===== config.mk =====
export PLATFORM = sky130hd
export DESIGN_NAME = uart_cmd_arbiter
export DESIGN_NICKNAME = d
export VERILOG_FILES = /design/src/rtl/uart_cmd_arbiter.sv
export SDC_FILE = /design/constraint.sdc
export NUM_CORES = 1
export LEC_CHECK = 0
export CAP_MARGIN = 5
export CORE_MARGIN = 3
export CORE_UTILIZATION = 49
export DETAILED_ROUTE_END_ITERATION = 10
export HOLD_SLACK_MARGIN = 0.1
export PLACE_DENSITY = 0.94
export SLEW_MARGIN = 10
export SYNTH_ARGS = -nofsm -noshare
export SYNTH_HDL_FRONTEND = slang
export SYNTH_SLANG_ARGS = --single-unit
export TNS_END_PERCENT = 5

===== constraint.sdc =====
create_clock -name clk -period 2.7 [get_ports clk]
set_input_delay 0.405 -clock clk [delete_from_list [all_inputs] [get_ports clk]]
set_output_delay 0.405 -clock clk [all_outputs]
set_load 0.02 [all_outputs]

===== src/rtl/uart_cmd_arbiter.sv =====
`default_nettype none
// ============================================================================
//  Module      : uart_cmd_arbiter
//  Description : Round-robin sharing of one UART command/response channel
//                among NUM_REQ requesters. Each transaction is granted,
//                issued as a single command, waits for UART completion and,
//                for reads, collects one returned byte or times out.
//  Revision    : 1.0 - initial release
// ============================================================================
module uart_cmd_arbiter #(
  parameter int NUM_REQ    = 4,
  parameter int ID_W       = 2,
  parameter int CMD_WIDTH  = 16,
  parameter int DATA_WIDTH = 8,
  parameter int TIMEOUT    = 100000,
  parameter int TO_W       = 17
) (
  input  logic                           clk,
  input  logic                           rst_n,
  input  logic [NUM_REQ-1:0]             req_vld,
  input  logic [NUM_REQ*CMD_WIDTH-1:0]   req_cmd,
  output logic [NUM_REQ-1:0]             req_rdy,
  output logic [NUM_REQ-1:0]             resp_vld,
  output logic [DATA_WIDTH-1:0]          resp_data,
  output logic                           resp_err,
  output logic                           busy,
  output logic [ID_W-1:0]                grant_id,
  output logic [CMD_WIDTH-1:0]           uart_cmd,
  output logic                           uart_cmd_vld,
  input  logic                           uart_cmd_rdy,
  input  logic                           uart_read_rdy,
  input  logic [DATA_WIDTH-1:0]          uart_read_data
);

  typedef enum logic [2:0] {
    S_IDLE      = 3'd0,
    S_ISSUE     = 3'd1,
    S_WAIT_DONE = 3'd2,
    S_WAIT_RESP = 3'd3,
    S_RESP      = 3'd4
  } state_t;

  localparam logic [TO_W-1:0] c_to_last = TO_W'(TIMEOUT - 1);
  localparam logic [ID_W-1:0] c_ptr_rst = ID_W'(NUM_REQ - 1);

  state_t                 r_state;
  state_t                 w_next_state;
  logic [ID_W-1:0]        r_ptr;
  logic [ID_W-1:0]        r_grant_id;
  logic [CMD_WIDTH-1:0]   r_uart_cmd;
  logic                   r_uart_cmd_vld;
  logic [NUM_REQ-1:0]     r_req_rdy;
  logic [NUM_REQ-1:0]     r_resp_vld;
  logic [DATA_WIDTH-1:0]  r_resp_data;
  logic                   r_resp_err;
  logic                   r_busy;
  logic                   r_is_read;
  logic                   r_got_resp;
  logic [TO_W-1:0]        r_to_cnt;
  logic                   r_cmd_rdy_q;
  logic                   r_first_wait;

  logic                   w_found;
  logic [ID_W-1:0]        w_win;
  logic [ID_W-1:0]        w_cand;
  logic [CMD_WIDTH-1:0]   w_win_cmd;
  logic                   w_grant;
  logic                   w_in_wait;
  logic                   w_capture;
  logic                   w_rise;
  logic                   w_done_exit;
  logic                   w_resp_exit;
  logic                   w_timeout;

  // Round-robin search: first requesting index after the last winner.
  always_comb begin
    w_found = 1'b0;
    w_win   = '0;
    w_cand  = '0;
    for (int k = 1; k <= NUM_REQ; k++) begin
      w_cand = ID_W'((int'(r_ptr) + k) % NUM_REQ);
      if (!w_found && req_vld[w_cand]) begin
        w_found = 1'b1;
        w_win   = w_cand;
      end
    end
  end

  assign w_win_cmd   = req_cmd[w_win*CMD_WIDTH +: CMD_WIDTH];
  assign w_grant     = (r_state == S_IDLE) && w_found && uart_cmd_rdy;
  assign w_in_wait   = (r_state == S_WAIT_DONE) || (r_state == S_WAIT_RESP);
  // Only the first returned byte of a read is kept.
  assign w_capture   = w_in_wait && r_is_read && !r_got_resp && uart_read_rdy;
  // The first WAIT_DONE cycle is masked so a stale high level cannot count.
  assign w_rise      = uart_cmd_rdy && !r_cmd_rdy_q && !r_first_wait;
  assign w_done_exit = (r_state == S_WAIT_DONE) && w_rise;
  assign w_resp_exit = (r_state == S_WAIT_RESP) && uart_read_rdy;
  // A genuine exit on the terminal count takes precedence over the abort.
  assign w_timeout   = w_in_wait && !w_done_exit && !w_resp_exit &&
                       (r_to_cnt >= c_to_last);

  // State register.
  always_ff @(posedge clk or negedge rst_n) begin
    if (!rst_n) r_state <= S_IDLE;
    else        r_state <= w_next_state;
  end

  // Transaction sequencing: grant, issue, wait for completion, respond.
  always_comb begin
    w_next_state = r_state;
    case (r_state)
      S_IDLE:      if (w_grant) w_next_state = S_ISSUE;
      S_ISSUE:     w_next_state = S_WAIT_DONE;
      S_WAIT_DONE: begin
        if (w_done_exit) begin
          if (!r_is_read || r_got_resp || w_capture) w_next_state = S_RESP;
          else                                       w_next_state = S_WAIT_RESP;
        end else if (w_timeout) begin
          w_next_state = S_RESP;
        end
      end
      S_WAIT_RESP: if (w_resp_exit || w_timeout) w_next_state = S_RESP;
      S_RESP:      w_next_state = S_IDLE;
      default:     w_next_state = S_IDLE;
    endcase
  end

  // Datapath: grant bookkeeping, one-cycle pulses, capture and timeout.
  always_ff @(posedge clk or negedge rst_n) begin
    if (!rst_n) begin
      r_ptr          <= c_ptr_rst;
      r_grant_id     <= '0;
      r_uart_cmd     <= '0;
      r_uart_cmd_vld <= 1'b0;
      r_req_rdy      <= '0;
      r_resp_vld     <= '0;
      r_resp_data    <= '0;
      r_resp_err     <= 1'b0;
      r_busy         <= 1'b0;
      r_is_read      <= 1'b0;
      r_got_resp     <= 1'b0;
      r_to_cnt       <= '0;
      r_cmd_rdy_q    <= 1'b0;
      r_first_wait   <= 1'b0;
    end else begin
      r_req_rdy      <= '0;
      r_uart_cmd_vld <= 1'b0;
      r_resp_vld     <= '0;
      r_cmd_rdy_q    <= uart_cmd_rdy;
      r_first_wait   <= (r_state == S_ISSUE);
      r_busy         <= (w_next_state != S_IDLE);
      if (w_grant) begin
        r_uart_cmd     <= w_win_cmd;
        r_grant_id     <= w_win;
        r_ptr          <= w_win;
        r_req_rdy      <= NUM_REQ'(1) << w_win;
        r_uart_cmd_vld <= 1'b1;
        r_is_read      <= w_win_cmd[CMD_WIDTH-1];
        r_got_resp     <= 1'b0;
        r_resp_err     <= 1'b0;
        r_resp_data    <= '0;
        r_to_cnt       <= '0;
      end
      if (w_in_wait) r_to_cnt <= r_to_cnt + TO_W'(1);
      if (w_capture) begin
        r_resp_data <= uart_read_data;
        r_got_resp  <= 1'b1;
      end
      if (w_timeout) begin
        r_resp_err  <= 1'b1;
        r_resp_data <= '0;
      end
      if ((w_next_state == S_RESP) && (r_state != S_RESP))
        r_resp_vld <= NUM_REQ'(1) << r_grant_id;
    end
  end

  assign req_rdy      = r_req_rdy;
  assign resp_vld     = r_resp_vld;
  assign resp_data    = r_resp_data;
  assign resp_err     = r_resp_err;
  assign busy         = r_busy;
  assign grant_id     = r_grant_id;
  assign uart_cmd     = r_uart_cmd;
  assign uart_cmd_vld = r_uart_cmd_vld;

endmodule
`default_nettype wire


==> impl_metrics.tcl, run 1 <==
set metrics [dict create \
    synth_seq_cells 62 \
    path_clk_slew_ps 70 \
    cts_setup_buffers 0 \
    cts_tree "built" \
    routed_wirelength_mm 9.342 \
    maximum_number_of_pins_on_one_net_before_global_route_repair 36 \
    setup-violations-final 0 \
    synth_fp_nets 422 \
    yosysTopAreaCell "dfrtp_1" \
    muxShareOfSynthArea_pct 6.133 \
    worst_slew_pin_slew_ps 768.5 \
    post-synth-top-area-fraction_pct 45.99 \
    cts-buffers-inserted 9 \
    rsz0062_at_grt "no" \
    synth-adder-area-share_pct 0.3833 \
    startpoint_class_of_the_critical_path "primary input" \
    number_of_hold_repair_buffers_added_at_the_cts_stage 0 \
    async_flop_share_pct 100.0 \
    maxSlewViolCount 0 \
    cp.arrival_ps 2520 \
    synthXorXnorAreaFrac_pct 0.2683 \
    run_status "finished, final reports clean" \
    crit_path_cell_trace "clkdlybuf4s50_1 > nor4_1 > or4_1 > buf_4 > a21oi_2 > buf_4 > o21ai_0 > o211ai_1" \
    cp.required_ps 2960 \
    n_antenna_cell 0 \
    area_taken_by_multi_input_logic_gates_mm2 0.001608 \
    chipWidth_um 87.62 \
    tritoncts_num_sinks 62 \
    io_pins 117 \
    finalWorstPathRequiredPeriod_ps 2260 \
    clock_path_buffers 2 \
    post_synth_instance_area_mm2 0.003264 \
    power_density_mw_per_mm2 941.0 \
    detail_route.first_pass.iterations 4 \
    worst-path-max-fanout 13 \
    route.vias.total 3246 \
    flow.area_growth_from_synthesis_pct 46.42 \
    vdd_ir_drop_max_v 0.0006845 \
    crit_top_cell "buf_4" \
    die_area_mm2 0.007677 \
    syn_area_per_cell_um2 9.573 \
    timing.critical_path.slowest_cell_delay_ps 580 \
    grt_pass1_wl_mm 15.49 \
    ys_types 44 \
    timing.critical_path.slowest_stage_cell "clkdlybuf4s50_1" \
    globalRoute.totalOverflow 0 \
    yosys_warnings 0 \
    ant_nets_after_route 0 \
    drt_iter0_drc 188 \
    setup_crit_path_kind "primary input to flip-flop" \
    worst_slack_ps 440.2 \
    grt_usage_pct 26.02 \
    hold_path_class "primary input to asynchronous set/reset pin" \
    compound_gate_portion_of_the_synthesized_area_pct 20.81 \
    synthCells 341 \
    floorplan.die.height_um 87.62 \
    port-buffer-count 116 \
    route.detailed.wl_per_inst_um 17.11 \
    placeableCoreArea_mm2 0.006386 \
    fin_setup_tns_ps 0 \
    finalCritPeriodShare_pct 83.70 \
    ys_seq_area_share_pct 47.60 \
    ff_latch_area_mm2 0.001554 \
    placement_rows 29 \
    nets 545 \
    finalHoldViolCount 0 \
    cellLeakagePower_nw 2.031 \
    fill_cells 407 \
    rr_endpoint "uart_cmd[6]" \
    timing.rr.start "r_state[0]" \
    fmaxAchievable_ghz 0.4425 \
    setup.worst_path.end_class "flip-flop" \
    cts_root_buffer "clkbuf_8" \
    via_count_of_the_first_global_routing_pass 3397 \
    clock_tree.htree_level_count 3 \
    hpwlAfterDp_mm 6.937 \
    post-synth-top-count-cell "dfrtp_1" \
    number_of_enable_type_register_cells_in_the_synthesized_netlist 0 \
    synth.cells.most_frequent "60 x dfrtp_1, 37 x nand2_1, 36 x o21ai_0" \
    worstRegToRegCells 7 \
    slew-limit-headroom_pct 48.77 \
    floorplan.initialDensity_pct 51.12 \
    finalClockSkew_ps 10.42 \
    synth_top_flop_cell "dfrtp_1" \
    drc_violation_count_after_routing 0 \
    post_synth_simple_gate_area_pct 21.66 \
    gp_congestion 0.8512 \
    post_cts_resize_count 0 \
    drv.max_cap_violation_count 0 \
    fraction_of_final_layout_cells_sized_beyond_drive_strength_1_pct 9.168 \
    placement.setup.worst_slack_ps 127.7 \
    synth_top_family_by_area "simple AND/OR/NAND/NOR gates" \
    post_synth_main_area_contributors "dfrtp_1 46%, mux2i_1 6.1%, o21ai_0 5.5%" \
    ff2ff_setup_slack_ps 450 \
    antenna_found_initial 0 \
    route.detailed.vias_per_inst 5.945 \
    clock_latency_ps 350 \
]
==> worst max-delay path by stage <==
stage                       end          from  cells after the start
global route        r_to_cnt[7]    req_vld[3]                      7
detailed placement  uart_cmd[6]    req_vld[3]                      8
global placement    uart_cmd[6]  uart_cmd_rdy                      8
CTS                 uart_cmd[6]    r_state[0]                      7
floorplan           resp_vld[1]   r_to_cnt[0]                      6
finish              uart_cmd[6]    req_vld[3]                      8
==> flip-flops by register name, summed over array words and instances (netlist names), 2 cells and up <==
signal and cells:
r_state 3, uart_cmd 16, req_rdy 4, resp_data 8, grant_id 2, resp_vld 4, r_ptr 2, r_to_cnt 17
==> layer usage <==
| metal | routed length [um] | track usage, % | part of all wire (%) |
|---|---|---|---|
| met1 | 3597 | 30.23 | 39 |
| met2 | 4782 | 43.63 | 51 |
| met3 | 745 | 7.902 | 8.0 |
| met4 | 217 | 12.83 | 2.3 |
| met5 | 0 | 0 | 0 |
==> power breakdown <==
part	leakage (nW)	switching [mW]	internal, mW
sequential	0.814	0.240	1.23
combinational	1.11	1.13	0.973
clock	0.108	0.384	0.541
total	2.03	1.76	2.74
==> placed cells by master (no fill, tap or decap), drive strengths merged, types with 3 or more instances in the layout <==
cell type,n
a21o,4
a21oi,6
a22oi,8
a31oi,3
and2,3
and3,3
and4,16
buf,18
clkbuf,10
clkdlybuf4s50,115
clkinv,3
dfrtp,60
inv,3
mux2i,20
nand2,38
nand2b,4
nand3,11
nand4,5
nor2,30
nor2b,4
nor3,4
nor4,6
o211ai,16
o21ai,36
o31a,16
or4,3
==> layout make-up <==
class | instances | area share (%)
tap | 77 | 2.016
clock buffer | 10 | 2.880
inverter | 4 | 0.3141
sequential | 62 | 32.51
clock inverter | 6 | 1.780
timing repair buffer | 133 | 26.86
multi-input combinational | 254 | 33.64
==> critical path, delay by kind of cell <==
family                 cells  cell delay (ps)
and+or+nand+nor            2              580
AOI/OAI and AO/OA          3              490
buffers and inverters      3             1040
==> stage by stage <==
stage / area [um^2] / total power, mW / utilization (%) / hold slack [ps] / cells
3_3_place_gp: 4557 / 3.500 / 71.36 / 460.0 / 530
6_report: 4780 / 4.498 / 74.84 / 124.4 / 546
4_1_cts: 4780 / 4.500 / 74.84 / 153.5 / 546
3_5_place_dp: 4557 / 3.571 / 71.36 / 474.2 / 530
5_1_grt: 4780 / 4.781 / 74.84 / 161.5 / 546
2_1_floorplan: 3264 / 2.652 / - / 109.4 / 341
==> cells by family after synthesis <==
family,after synthesis
flip-flops,62
AO/OA/AOI/OAI,100
buffers and inverters,25
AND/OR/NAND/NOR,132
multiplexers,20
XOR/XNOR,1
adder cells (fa/ha/maj),1
Note: power is estimated with default switching activity, not from simulation.
==> run 2: changes to the inputs <==
CORE_UTILIZATION = 41   (was 49)
PLACE_DENSITY = 0.85   (was 0.94)
clock period = 2 ns   (was 2.7 ns; I/O delays follow)
==> run 2 against run 1 <==
- combinational power grew 53%
- core utilization shrank 6.0 points
- register-to-register slack lost 350 ps
- largest power group unchanged
- hold slack gained 350 ps
- die area grew 18%
- clock power grew 44%
- highest routed layer unchanged
- sequential cell count is the same
- non-clock buffer count grew 31
- sequential share of layout area shrank 2.4 points
==> impl_metrics.tcl, run 2 (synthesis gave the netlist of run 1 again) <==
set metrics [dict create \
    clock_path_buffers 2 \
    worstRegToRegCells 6 \
    final-instance-count-excl-fill 599 \
    finalHoldViolCount 0 \
    placement_rows 31 \
    finalCritPeriodShare_pct 96.25 \
    placeableCoreArea_mm2 0.007486 \
    maximum_number_of_pins_on_one_net_before_global_route_repair 29 \
    clock_tree.htree_level_count 3 \
    drt_iter0_drc 187 \
    largest_register_ff_count 17 \
    finalHoldWorstSlack_ps 475.1 \
    worst-path-max-fanout 17 \
    floorplan.initialDensity_pct 43.61 \
    chipWidth_um 95.23 \
    critical_path_buf_inv_count 2 \
    die_area_mm2 0.009069 \
    route.detailed.vias_per_inst 5.654 \
    cts_tree "built" \
    timing.critical_path.slowest_stage_cell "clkdlybuf4s50_1" \
    routed_wirelength_mm 9.967 \
    drc_violation_count_after_routing 0 \
    crit_path_cell_trace "clkdlybuf4s50_1 > buf_4 > nor2_1 > or3b_2 > a21oi_4 > o21ai_0 > o211ai_1" \
    path_clk_slew_ps 70 \
    setup-violations-final 0 \
    mostFrequentLayoutCell "clkdlybuf4s50_1" \
    vdd_ir_drop_max_v 0.0006447 \
    power_density_mw_per_mm2 1261 \
    floorplan.die.height_um 95.23 \
    n_antenna_cell 0 \
    port-buffer-count 116 \
    fraction_of_final_layout_cells_sized_beyond_drive_strength_1_pct 15.40 \
    setup.worst_path.end_class "flip-flop" \
    grt_pass1_wl_mm 16.06 \
    globalRoute.totalOverflow 0 \
    timing.critical_path.slowest_cell_delay_ps 520 \
    drv.max_cap_violation_count 0 \
    leading_cell_types_in_the_layout_fill_and_taps_excluded "115 x clkdlybuf4s50_1, 60 x dfrtp_1, 42 x buf_4, 37 x nand2_1, 36 x o21ai_0" \
    maxSlewViolCount 0 \
    detail_route.first_pass.iterations 4 \
    run_status "finished, final reports clean" \
    finalWorstPathRequiredPeriod_ps 1925 \
    hold_path_class "flip-flop to flip-flop" \
    cp.arrival_ps 2180 \
    cp.depth 7 \
    postLayoutCellArea_mm2 0.005152 \
    cp.required_ps 2260 \
    via_count_of_the_first_global_routing_pass 3464 \
    dp.cells 582 \
    holdPathStages 1 \
    top_register "r_to_cnt" \
    route.detailed.wl_per_inst_um 16.64 \
    fmaxAchievable_ghz 0.5195 \
    cts-buffers-inserted 9 \
    hpwlAfterDp_mm 7.477 \
    route.vias.total 3387 \
    placed_cell_area_mm2 0.004872 \
    startpoint_class_of_the_critical_path "primary input" \
    antenna_found_initial 0 \
    nets 576 \
    setup_crit_path_kind "primary input to flip-flop" \
    rsz0062_at_grt "yes" \
    ant_nets_after_route 0 \
    slew-limit-headroom_pct 58.01 \
    cts_root_buffer "clkbuf_8" \
    timing.critical_path.max_delay_family "buffers and inverters" \
    grt_usage_pct 23.32 \
    finalCoreUtilization_pct 68.83 \
    gp_congestion 0.8945 \
    total_power_mw 6.499 \
    fill_cells 541 \
    tritoncts_num_sinks 62 \
    worst_slew_pin_slew_ps 629.9 \
    cellLeakagePower_nw 2.221 \
    io_pins 117 \
    finalClockSkew_ps 8.656 \
    flow.area_growth_from_synthesis_pct 57.84 \
    clock_latency_ps 340 \
]
-- run 2: cell count changes in the layout (fill, tap and decap cells not counted), sizes merged --
| cell | previous run | this run |
|---|---|---|
| buf | 18 | 48 |
| bufinv | 2 | 3 |
| clkinv | 3 | 2 |
| dlygate4sd3 | 0 | 1 |
-- run 2: worst register-to-register path, stage by stage, from the launching register on --
cell	delay (ps)
dfrtp_1	360
ha_1	180
a21oi_1	60
o41ai_2	230
a41oi_2	200
o41a_1	540
nor4b_2	240
-- run 2: path summary, 6_finish.rpt --
kind | start | endpoint | slack [ps]
max | req_vld[1] | uart_cmd[13] | 80
min | r_to_cnt[16] | r_to_cnt[16] | 480
max reg2reg | r_to_cnt[1] | resp_vld[1] | 100
min reg2reg | r_to_cnt[16] | r_to_cnt[16] | 480
max in group asynchronous | rst_n | r_to_cnt[0] | 920
min in group asynchronous | rst_n | r_to_cnt[12] | 510
-- run 2: report_power, final --
part	total [mW]	leakage (nW)	internal (mW)	switching, mW
clock	1.33	0.112	0.826	0.507
sequential	1.95	0.814	1.66	0.290
combinational	3.22	1.29	1.56	1.66
-- run 2: per-stage QoR --
step	TNS (ps)	worst slack, ps
after detailed placement	-15580	-484.6
final	0	75.08
after floorplan	0	130.6
after CTS	0	16.68
after global routing	-18.78	-14.06
after global placement	-11520	-357.2
-- run 2: layout make-up --
class,instances,area (um^2),share of cell area [%]
multi-input combinational,254,1639,31.81
timing repair buffer,164,1582,30.69
sequential,62,1554,30.16
clock buffer,10,127.6,2.477
tap,99,123.9,2.404
clock inverter,6,110.1,2.137
inverter,4,16.27,0.3157
-- run 2: timing repair --
item                                    4_1_cts  5_1_grt
endpoints found under the hold margin        23        0
setup buffers                                 0        0
gates resized for setup                       3        3
pin swaps                                     0        3
hold buffers                                  1        0
endpoints found under the setup margin       17       36
-- run 2: layer usage --
metal	part of all wire (%)	vias up	global-route usage (%)
li1	-	1592	-
met3	7.8	15	6.788
met2	51	153	39.59
met5	0	-	0
met1	40	1627	27.53
met4	1.7	0	9.615
==> run 3: changes to the inputs <==
GPL_TIMING_DRIVEN = 0   (was default)
==> run 3 against run 2 <==
- clock-buffer cell count up 3
- sequential power rose by 2%
- largest cell class unchanged
- global-route usage shrank 0.81 points
- register-to-register slack worse by 120 ps
- first-iteration DRC count rose by 27%
- clock power down 15%
- final cell count fell by 3.7%
- sequential share of layout area is 1.6 points higher
- via count fell by 2.5%
- non-clock buffer count down 22
- worst setup slack worse by 91 ps
- the flow now finishes with violations (setup timing)
- hold slack better by 12 ps
==> impl_metrics.tcl, run 3 (synthesis gave the netlist of run 1 again) <==
set metrics [dict create \
    run_status "finished, violations left" \
    violated_checks "setup timing" \
    finalCritPeriodShare_pct 100.8 \
    rr_endpoint "resp_vld[1]" \
    leading_cell_types_in_the_layout_fill_and_taps_excluded "114 x clkdlybuf4s50_1, 57 x dfrtp_1, 36 x nand2_1, 33 x o21ai_0, 28 x nor2_1" \
    maxSlewViolCount 0 \
    mostFrequentLayoutCell "clkdlybuf4s50_1" \
    cts_tree "built" \
    finalCoreUtilization_pct 65.62 \
    gp_congestion 0.9139 \
    detail_route.first_pass.iterations 5 \
    vdd_ir_drop_max_v 0.0007994 \
    floorplan.die.height_um 95.23 \
    slew-limit-headroom_pct 49.63 \
    finalHoldViolCount 0 \
    hold_path_class "primary input to flip-flop" \
    route.detailed.wl_per_inst_um 16.99 \
    postLayoutCellArea_mm2 0.004912 \
    clock_latency_ps 340 \
    seqPwrFrac_pct 32.6 \
    flow.area_growth_from_synthesis_pct 50.48 \
    drv.max_cap_violation_count 0 \
    globalRoute.totalOverflow 0 \
    startpoint_class_of_the_critical_path "flip-flop" \
    finalHoldWorstSlack_ps 487.5 \
    placed_cell_area_mm2 0.004547 \
    grt_pass1_wl_mm 15.73 \
    routed_wirelength_mm 9.802 \
    die_area_mm2 0.009069 \
    worst_slack_ps -15.48 \
    ant_nets_after_route 0 \
    route.vias.total 3302 \
    p_clk_share_pct 18.6 \
    finalWorstPathRequiredPeriod_ps 2015 \
    route.detailed.vias_per_inst 5.723 \
    drt_iter0_drc 238 \
    n_antenna_cell 0 \
    path_clk_slew_ps 70 \
    worst-path-max-fanout 6 \
    maximum_number_of_pins_on_one_net_before_global_route_repair 63 \
    fmaxAchievable_ghz 0.4962 \
    clock_path_buffers 2 \
    chipWidth_um 95.23 \
    swShare_pct 39.95 \
    cellLeakagePower_nw 2.057 \
    ff2ff_setup_slack_ps -20 \
    largest_register_ff_count 17 \
    grt_usage_pct 22.51 \
    finalClockSkew_ps 14.36 \
    power.internal_mw 3.664 \
    rsz0062_at_grt "yes" \
    drc_violation_count_after_routing 0 \
    hold_path.startpoint "uart_cmd_rdy" \
    p_comb_share_pct 48.9 \
    placeableCoreArea_mm2 0.007486 \
    setup-violations-final 1 \
    port-buffer-count 116 \
    tritoncts_num_sinks 62 \
    io_pins 117 \
    holdPathStages 1 \
    worstRegToRegCells 6 \
    fraction_of_final_layout_cells_sized_beyond_drive_strength_1_pct 12.34 \
    worst_slew_pin_slew_ps 755.6 \
    fin_setup_tns_ps -15.48 \
    cp.arrival_ps 2260 \
    setup.worst_path.end_class "flip-flop" \
    cp.required_ps 2240 \
    setup_crit_path_kind "flip-flop to flip-flop" \
    clock_tree.htree_level_count 3 \
    top_register "r_to_cnt" \
    cts_root_buffer "clkbuf_8" \
    hpwlAfterDp_mm 7.104 \
    fill_cells 582 \
    power_density_mw_per_mm2 1242 \
    nets 554 \
    antenna_found_initial 0 \
    hold-path-endpoint "r_cmd_rdy_q" \
    placement_rows 31 \
    via_count_of_the_first_global_routing_pass 3310 \
    timing.rr.start "r_to_cnt[1]" \
    floorplan.initialDensity_pct 43.61 \
    power.switching_mw 2.437 \
    cts-buffers-inserted 9 \
]
## run 3: repair_timing
item / in CTS / in global routing
resized for setup: 22 / 21
setup buffers: 1 / 4
pin swaps: 1 / 5
hold endpoints to repair: 60 / 0
hold buffers: 1 / 0
setup endpoints to repair: 48 / 34
## run 3: routing by layer
metal	global-route usage (%)	part of all wire, %	up-vias
li1	-	-	1536
met1	26.80	39	1594
met2	37.43	50	156
met3	7.024	9.0	16
met4	9.615	2.1	0
met5	0	0	-
## run 3: cell type report
class                           count  area (um^2)  share of cell area, %
Sequential cell                    62         1558                  31.71
Inverter                            4        20.02                 0.4075
Buffer                             20        106.4                  2.165
Timing Repair Buffer              122         1209                  24.61
Clock buffer                       13        158.9                  3.235
Clock inverter                      3        42.54                 0.8660
Tap cell                           99        123.9                  2.522
Multi-Input combinational cell    254         1694                  34.49
## run 3: worst max path at each step
| stage | endpoint | slack, ps | start |
|---|---|---|---|
| final | resp_vld[1] | -20 | r_to_cnt[1] |
| after CTS | r_state[0] | -9 | r_to_cnt[0] |
| after global placement | resp_data[0] | -1310 | rst_n |
| after detailed placement | r_to_cnt[10] | -700 | req_vld[3] |
| after floorplan | resp_vld[1] | 130 | r_to_cnt[0] |
| after global routing | resp_vld[1] | -100 | r_to_cnt[0] |
## run 3: per-stage QoR
step,power [mW],setup WS [ps],std cells
6_report,6.101,-15.48,577
3_5_place_dp,4.792,-700.7,556
4_1_cts,6.026,-9.237,573
3_3_place_gp,4.698,-1309,556
5_1_grt,6.471,-99.00,577
2_1_floorplan,3.581,130.6,341
## run 3: worst max-delay path, cell delays in order (launching register included)
cell     delay, ps
dfrtp_1        410
ha_4           180
a21oi_1         60
o41ai_2        230
a41oi_2        180
o41a_1         570
nor4b_2        310
## run 3: power groups by stage
| stage | combinational [mW] | clock (mW) | sequential, mW |
|---|---|---|---|
| global route | 3.25 | 1.19 | 2.03 |
| finish | 2.98 | 1.13 | 1.99 |
| floorplan | 1.33 | 0 | 2.25 |
| CTS | 2.92 | 1.14 | 1.97 |
| global placement | 2.74 | 0 | 1.96 |
| detailed placement | 2.81 | 0 | 1.98 |
